**src/rtl/traffic_ctrl_param.sv**
```systemverilog
// Two-road traffic-light controller with its own phase timer, all-red clearance,
// pedestrian green shortening and a night flashing-yellow mode.
module traffic_ctrl_param #(
  parameter int unsigned CNT_W     = 6,
  parameter int unsigned GREEN_NS  = 45,
  parameter int unsigned GREEN_EW  = 30,
  parameter int unsigned YELLOW    = 3,
  parameter int unsigned ALL_RED   = 1,
  parameter int unsigned PED_GREEN = 5
) (
  input  logic             clk1,
  input  logic             clr,
  input  logic             tick,
  input  logic             ped_req,
  input  logic             night,
  output logic [5:0]       lights,
  output logic [CNT_W-1:0] remain,
  output logic [2:0]       phase
);

  typedef enum logic [2:0] {
    NS_G  = 3'd0,
    NS_Y  = 3'd1,
    AR1   = 3'd2,
    EW_G  = 3'd3,
    EW_Y  = 3'd4,
    AR2   = 3'd5,
    FLASH = 3'd6
  } state_t;

  localparam logic [CNT_W-1:0] LD_NS  = CNT_W'(GREEN_NS - 1);
  localparam logic [CNT_W-1:0] LD_EW  = CNT_W'(GREEN_EW - 1);
  localparam logic [CNT_W-1:0] LD_Y   = CNT_W'(YELLOW - 1);
  localparam logic [CNT_W-1:0] LD_AR  = CNT_W'(ALL_RED - 1);
  localparam logic [CNT_W-1:0] LD_PED = CNT_W'(PED_GREEN - 1);

  state_t           state_q, state_d;
  logic [CNT_W-1:0] remain_q, remain_d;
  logic             flash_q, flash_d;
  logic             ped_q, ped_d;

  function automatic state_t next_of(input state_t s);
    case (s)
      NS_G:    next_of = NS_Y;
      NS_Y:    next_of = AR1;
      AR1:     next_of = EW_G;
      EW_G:    next_of = EW_Y;
      EW_Y:    next_of = AR2;
      default: next_of = NS_G;
    endcase
  endfunction

  function automatic logic [CNT_W-1:0] dur_m1(input state_t s);
    case (s)
      NS_G:       dur_m1 = LD_NS;
      EW_G:       dur_m1 = LD_EW;
      NS_Y, EW_Y: dur_m1 = LD_Y;
      AR1, AR2:   dur_m1 = LD_AR;
      default:    dur_m1 = '0;
    endcase
  endfunction

  always_ff @(posedge clk1 or posedge clr) begin
    if (clr) begin
      state_q  <= NS_G;
      remain_q <= LD_NS;
      flash_q  <= 1'b0;
      ped_q    <= 1'b0;
    end else begin
      state_q  <= state_d;
      remain_q <= remain_d;
      flash_q  <= flash_d;
      ped_q    <= ped_d;
    end
  end

  always_comb begin
    state_d  = state_q;
    remain_d = remain_q;
    flash_d  = flash_q;
    // The unused code 7 recovers without waiting for a tick.
    if (3'(state_q) == 3'd7) begin
      state_d  = AR2;
      remain_d = LD_AR;
    end else if (tick) begin
      if (night && state_q != FLASH) begin
        state_d  = FLASH;
        remain_d = '0;
        flash_d  = 1'b0;
      end else if (state_q == FLASH) begin
        if (!night) begin
          state_d  = AR2;
          remain_d = LD_AR;
        end else begin
          flash_d = ~flash_q;
        end
      end else if (remain_q == '0) begin
        state_d  = next_of(state_q);
        remain_d = dur_m1(next_of(state_q));
      end else if ((state_q == NS_G || state_q == EW_G) && ped_q && remain_q > LD_PED) begin
        remain_d = LD_PED;
      end else begin
        remain_d = remain_q - CNT_W'(1);
      end
    end
  end

  // A fresh request outranks a clear landing on the same cycle.
  always_comb begin
    ped_d = ped_q;
    if (state_d != state_q && (state_d == AR1 || state_d == AR2 || state_d == FLASH))
      ped_d = 1'b0;
    if (ped_req)
      ped_d = 1'b1;
  end

  always_comb begin
    case (state_q)
      NS_G:    lights = 6'b100001;
      NS_Y:    lights = 6'b010001;
      EW_G:    lights = 6'b001100;
      EW_Y:    lights = 6'b001010;
      FLASH:   lights = flash_q ? 6'b000000 : 6'b010010;
      default: lights = 6'b001001;
    endcase
  end

  assign remain = remain_q;
  assign phase  = 3'(state_q);

endmodule

```
**config.mk**
```make
export PLATFORM = sky130hd
export DESIGN_NAME = traffic_ctrl_param
export DESIGN_NICKNAME = d
export VERILOG_FILES = /design/src/rtl/traffic_ctrl_param.sv
export SDC_FILE = /design/constraint.sdc
export NUM_CORES = 1
export LEC_CHECK = 0
export ABC_CLOCK_PERIOD_IN_PS = 5500
export CAP_MARGIN = 20
export CORE_MARGIN = 2
export CORE_UTILIZATION = 35
export CTS_CLUSTER_DIAMETER = 30
export DETAILED_ROUTE_END_ITERATION = 10
export SETUP_SLACK_MARGIN = 0.05
export SYNTH_ARGS = -nofsm -noshare
export SYNTH_HDL_FRONTEND = slang
export SYNTH_SLANG_ARGS = --single-unit
```
**constraint.sdc**
```tcl
create_clock -name clk1 -period 5.5 [get_ports clk1]
set_input_delay 1.1 -clock clk1 [delete_from_list [all_inputs] [get_ports clk1]]
set_output_delay 1.1 -clock clk1 [all_outputs]
set_load 0.02 [all_outputs]
```
==> metrics.yaml, run 1 <==
crit_path_max_fanout: 20
antenna_found_initial: 0
grt_first_pass_wirelength_um: 3860
cts_setup_buffers: 0
synthArstFlopShare_pct: 100
switching_share_pct: 50.5
power.density_nw_per_um2: 609
clockRootBuffer: "clkbuf_4"
drv_cap: 0
syn_to_final_growth_pct: 24.5
dieArea_um2: 2970
p_sw_mw: 0.342
setup_tns_ps: 0
chipHeight_um: 54.5
netlist_top_cells_count: "nand2_1, dfrtp_1, inv_1, nor2_1, o21ai_0"
finalSetupViolCount: 0
vias_per_cell: 6.13
diodes: 0
seq_area_frac_synth_pct: 31.2
syn_inst: 108
worstSkewPairLatency_ps: 270
fin_skew_ps: 3.13
synth_area_per_cell_um2: 8.27
period_minus_slack_ps: 3310
synth_top_area_share_pct: 22.4
netlist_area_um2: 893
fin_ws_ps: 2190
clkPwrFrac_pct: 8.8
place.gp.congestion: 0.848
cts_num_sinks: 11
post_cts_resized: 0
grt_pass1_vias: 820
numPortBuffers: 19
p_leak_nw: 0.417
critPathCaptureType: "primary output"
hp-class: "reg2reg"
drtIter0Drc: 17
status: "finished clean"
final_nets: 132
worst_setup_hold_path_clk_slew_ps: 80
p_int_mw: 0.335
peakVddDrop_v: 0.000275
floorplan.initialDensity_pct: 36.4
comb_power_share_pct: 63.0
syn_nets: 115
dieWidth_um: 54.5
hpwl_um: 1750
num_io_pins: 20
cts-buffers-inserted: 3
drc: 0
overflow: 0
drv_slew: 0
max_stage_delay_ps: 740
cts_max_level: 1
tightest_slew_ps: 612
via_count: 944
critPathLaunchType: "flip-flop"
synth_top_cell_by_area: "dfrtp_1"
ys_types: 44
power_frac_seq_pct: 28.2
slowest_stage: "dfrtp_1"
ys.flop_type: "dfrtp_1"
coreArea_um2: 2450
rsz0062_at_grt: "no"
first_pass_iters: 4
critPathArrivalTime_ps: 2210
ant_nets: 0
fin_crit_sh_pct: 60.2
fmax_ghz: 0.302
maxSlewHeadroom_pct: 59.2
required_ps: 4400
rows: 18
dpl_worst_slack_ps: 2540
grt_use_total_pct: 18.5
crit_type: "reg2out"
routed_wl_um: 2450
grt_max_degree: 22
yosysWarnings: 0
synth_edf_count: 0
wl_per_cell_um: 15.9
clock_path_buffers: 2
yosys_register_bits: 11
yosysMostFrequentCell: "nand2_1"
synthTopCellsByArea: "dfrtp_1, dfstp_2, nand2_1"
cts_tree: "built"
worstPathCellList: "nand2_1, o31ai_1, clkdlybuf4s50_1"
ctsHoldBuffers: 0
hold_viol: 0
layout-drive-gt1-share_pct: 8.87
==> placed cells by master (no fill, tap or decap), types with 2 or more instances in the layout <==
master / netlist / routed
clkdlybuf4s50_1: 0 / 19
nand2_1: 10 / 10
dfrtp_1: 8 / 8
nor2_1: 6 / 6
inv_1: 6 / 6
o21ai_0: 6 / 6
nor2b_1: 5 / 5
nand2b_1: 4 / 4
nor3_1: 4 / 4
a21oi_1: 4 / 4
or3_1: 3 / 3
o211ai_1: 3 / 3
a211oi_1: 3 / 3
clkbuf_4: 0 / 3
dfstp_2: 3 / 3
nand3_1: 2 / 2
o22ai_1: 2 / 2
a311oi_1: 2 / 2
o2111ai_1: 2 / 2
a31o_2: 2 / 2
o221ai_1: 2 / 2
o31ai_1: 2 / 2
ha_1: 2 / 2
==> final cells by class <==
type | count | area, µm²
timing repair buffer | 19 | 190
inverter | 6 | 22.5
tap | 30 | 37.5
multi-input combinational | 84 | 557
fill | 270 | 1340
sequential | 11 | 279
clock buffer | 4 | 26.3
==> final timing paths <==
path                       depth (start not counted)  slack, ps                    end                   from
max                                                3       2190              lights[4]     phase[1]$_DFF_PP0_
min                                                2        550  remain[2]$_DFFE_PP1P_  remain[2]$_DFFE_PP1P_
max reg2reg                                        4       3550  remain[5]$_DFFE_PP1P_  remain[0]$_DFFE_PP0P_
min reg2reg                                        2        550  remain[2]$_DFFE_PP1P_  remain[2]$_DFFE_PP1P_
max in group asynchronous                          2       4030  remain[2]$_DFFE_PP1P_                    clr
min in group asynchronous                          2       1120     phase[2]$_DFF_PP0_                    clr
==> flip-flops by register name (all words and copies together), names as in the netlist <==
register	cells
remain	6
phase	3
ped_q	1
flash_q	1
==> worst max-delay path, delay by kind of cell, from the launching register on <==
| family | cells | cell delay [ps] |
|---|---|---|
| AO/OA/AOI/OAI | 1 | 260 |
| buffers and inverters | 1 | 650 |
| flip-flops | 1 | 740 |
| AND/OR/NAND/NOR | 1 | 280 |
==> power by group through the flow <==
stage	clock network [mW]	logic, mW	registers, mW
global route	0.0667	0.463	0.201
global placement	0	0.423	0.191
detailed placement	0	0.421	0.192
CTS	0.0610	0.424	0.190
finish	0.0593	0.427	0.191
floorplan	0	0.295	0.176
==> cell families (layout without fill, tap and decap cells) <==
group	after synthesis	count (layout)	share of synthesized area [%]
and+or+nand+nor	41	41	24.5
AOI/OAI and AO/OA	40	40	34.0
buffers and inverters	13	29	6.44
DFF	11	11	31.2
adders and majority gates	2	2	2.80
xor gates and xnor gates	1	1	0.981
==> stage by stage <==
stage	utilization [%]	instances	total power, mW	hold WS, ps	cell area, µm²
finish	45.3	154	0.677	545	1110
CTS	45.3	154	0.675	546	1110
global route	45.3	154	0.731	569	1110
detailed placement	44.2	150	0.613	533	1090
floorplan	-	108	0.471	505	893
global placement	44.2	150	0.614	533	1090
==> layer usage <==
metal  wire length, µm  part of all wire [%]  track usage, %  vias up
met3               106                   4.3            3.55        6
met1              1210                    49            26.0      458
met5                 0                     0               0        -
met2              1090                    45            27.5       32
li1                  -                     -               -      448
met4                40                   1.6            7.50        0
(Power assumes the default switching activity.)
==> run 2, diff against run 1 <==
--- a/config.mk
+++ b/config.mk
@@ -5,7 +5,7 @@
 export SDC_FILE = /design/constraint.sdc
 export NUM_CORES = 1
 export LEC_CHECK = 0
-export ABC_CLOCK_PERIOD_IN_PS = 5500
+export ABC_CLOCK_PERIOD_IN_PS = 3080
 export CAP_MARGIN = 20
 export CORE_MARGIN = 2
 export CORE_UTILIZATION = 35
==> constraint.sdc (replaced) <==
create_clock -name clk1 -period 3.08 [get_ports clk1]
set_input_delay 0.616 -clock clk1 [delete_from_list [all_inputs] [get_ports clk1]]
set_output_delay 0.616 -clock clk1 [all_outputs]
set_load 0.02 [all_outputs]
==> run 2 against run 1 <==
Combinational power increased by 78%. Total power increased by 77%. Clock power increased by 67%. Sequential share of layout area unchanged. Die area unchanged. Via count increased by 1.7%. Cell count unchanged. Non-clock buffer count unchanged. Global-route usage decreased by 0.73 points. Critical endpoint unchanged. Largest power group unchanged.
==> metrics.yaml, run 2 (synthesis results as in run 1) <==
vias_per_cell: 6.23  # +1.7%
routed_wl_um: 2370  # -3.4%
grt_max_degree: 22  # unchanged
hpwl_um: 1740  # -0.14%
antenna_found_initial: 0  # unchanged
final_common_cell: "clkdlybuf4s50_1"
postLayoutCellArea_um2: 1110  # unchanged
hp-class: "reg2reg"
grtUsageMet2_pct: 26.5  # -1.0 points
numPortBuffers: 19  # unchanged
drv_slew: 0  # unchanged
clockRootBuffer: "clkbuf_4"
diodes: 0  # unchanged
status: "finished clean"
holdPathStages: 2  # unchanged
r2r.worst_path.cells: 4  # unchanged
nFillCells: 266  # -1.5%
critPathLaunchType: "flip-flop"
period_minus_slack_ps: 2790
finalSetupViolCount: 0  # unchanged
fmax_ghz: 0.358
finalPower_mw: 1.20  # +77%
required_ps: 2460  # -1940 ps
maxSlewHeadroom_pct: 57.2  # -1.9 points
coreArea_um2: 2450  # unchanged
p_leak_nw: 0.417  # unchanged
first_pass_iters: 4  # unchanged
num_io_pins: 20  # unchanged
hold_slack_ps: 537  # -8.72 ps
final_nets: 132  # unchanged
floorplan.initialDensity_pct: 36.4  # unchanged
crit_type: "reg2out"
grt.busiest_layer: "met2"
post-route-util_pct: 45.3  # unchanged
cts_num_sinks: 11  # unchanged
cts_max_level: 1  # unchanged
wl_per_cell_um: 15.4  # -3.4%
grt_pass1_vias: 820  # unchanged
worstSkewPairLatency_ps: 260  # about the same
chipHeight_um: 54.5  # unchanged
dpl_cell_area_um2: 1090  # unchanged
fin_skew_ps: 1.22  # -1.91 ps
critPathArrivalTime_ps: 2180  # -30 ps
gr-usage-met3_pct: 4.37  # +0.82 points
ctsHoldBuffers: 0  # unchanged
tightest_slew_ps: 639  # +26.5 ps
post_cts_resized: 0  # unchanged
overflow: 0  # unchanged
critPathCaptureType: "primary output"
fin_crit_sh_pct: 90.7
place.gp.congestion: 0.850  # +0.17%
grt_use_met1_pct: 23.8  # -2.1 points
clock_path_buffers: 2  # unchanged
syn_to_final_growth_pct: 24.5  # unchanged
final_cell_mix: "clkdlybuf4s50_1, nand2_1, dfrtp_1"
drv_cap: 0  # unchanged
drtIter0Drc: 16  # -1
grt_use_total_pct: 17.7  # -0.73 points
power.density_nw_per_um2: 1080  # +77%
via_count: 960  # +1.7%
worst_setup_hold_path_clk_slew_ps: 70  # about the same
drc: 0  # unchanged
hold_viol: 0  # unchanged
layout-drive-gt1-share_pct: 8.87  # unchanged
cts-buffers-inserted: 3  # unchanged
rsz0062_at_grt: "no"
dieArea_um2: 2970  # unchanged
crit_path_max_fanout: 20  # unchanged
largest_reg_flops: 6  # unchanged
rows: 18  # unchanged
cts_setup_buffers: 0  # unchanged
peakVddDrop_v: 0.000531  # +93%
ant_nets: 0  # unchanged
setup_tns_ps: 0  # unchanged
dieWidth_um: 54.5  # unchanged
grt_first_pass_wirelength_um: 3770  # -2.3%
cts_tree: "built"
==> run 2: path summary, 6_finish.rpt <==
path	slack [ps]	to	start
min	540	remain[2]$_DFFE_PP1P_	remain[2]$_DFFE_PP1P_
max reg2reg	1130	remain[5]$_DFFE_PP1P_	remain[0]$_DFFE_PP0P_
max	290	lights[4]	phase[1]$_DFF_PP0_
min in group asynchronous	650	phase[1]$_DFF_PP0_	clr
max in group asynchronous	2090	remain[2]$_DFFE_PP1P_	clr
min reg2reg	540	remain[2]$_DFFE_PP1P_	remain[2]$_DFFE_PP1P_
==> run 2: layer usage <==
metal / vias to the layer above / part of all wire [%]
li1: 454 / -
met1: 461 / 47
met2: 39 / 45
met3: 6 / 6.5
met4: 0 / 1.7
met5: - / 0
==> run 2: metrics by stage <==
| step | setup WS [ps] | instances |
|---|---|---|
| 6_report | 286 | 154 |
| 2_1_floorplan | 979 | 108 |
| 3_5_place_dp | 614 | 150 |
| 3_3_place_gp | 583 | 150 |
| 4_1_cts | 285 | 154 |
| 5_1_grt | 131 | 154 |
==> run 2: where the power goes <==
| group | internal (mW) | switching (mW) | leakage (nW) |
|---|---|---|---|
| logic | 0.340 | 0.421 | 0.273 |
| registers | 0.208 | 0.132 | 0.129 |
| clock network | 0.0501 | 0.0487 | 0.0150 |
==> run 2: area by class of cell <==
type / instances / area (µm²) / area share [%]
Clock buffer: 4 / 26.3 / 2.36
Inverter: 6 / 22.5 / 2.02
Multi-Input combinational cell: 84 / 557 / 50.1
Sequential cell: 11 / 279 / 25.1
Tap cell: 30 / 37.5 / 3.37
Timing Repair Buffer: 19 / 190 / 17.1
==> run 2: worst max-delay path, cell delays in order (launching register included) <==
cell	delay, ps
dfrtp_1	710
nand2_1	280
o31ai_1	270
clkdlybuf4s50_1	650
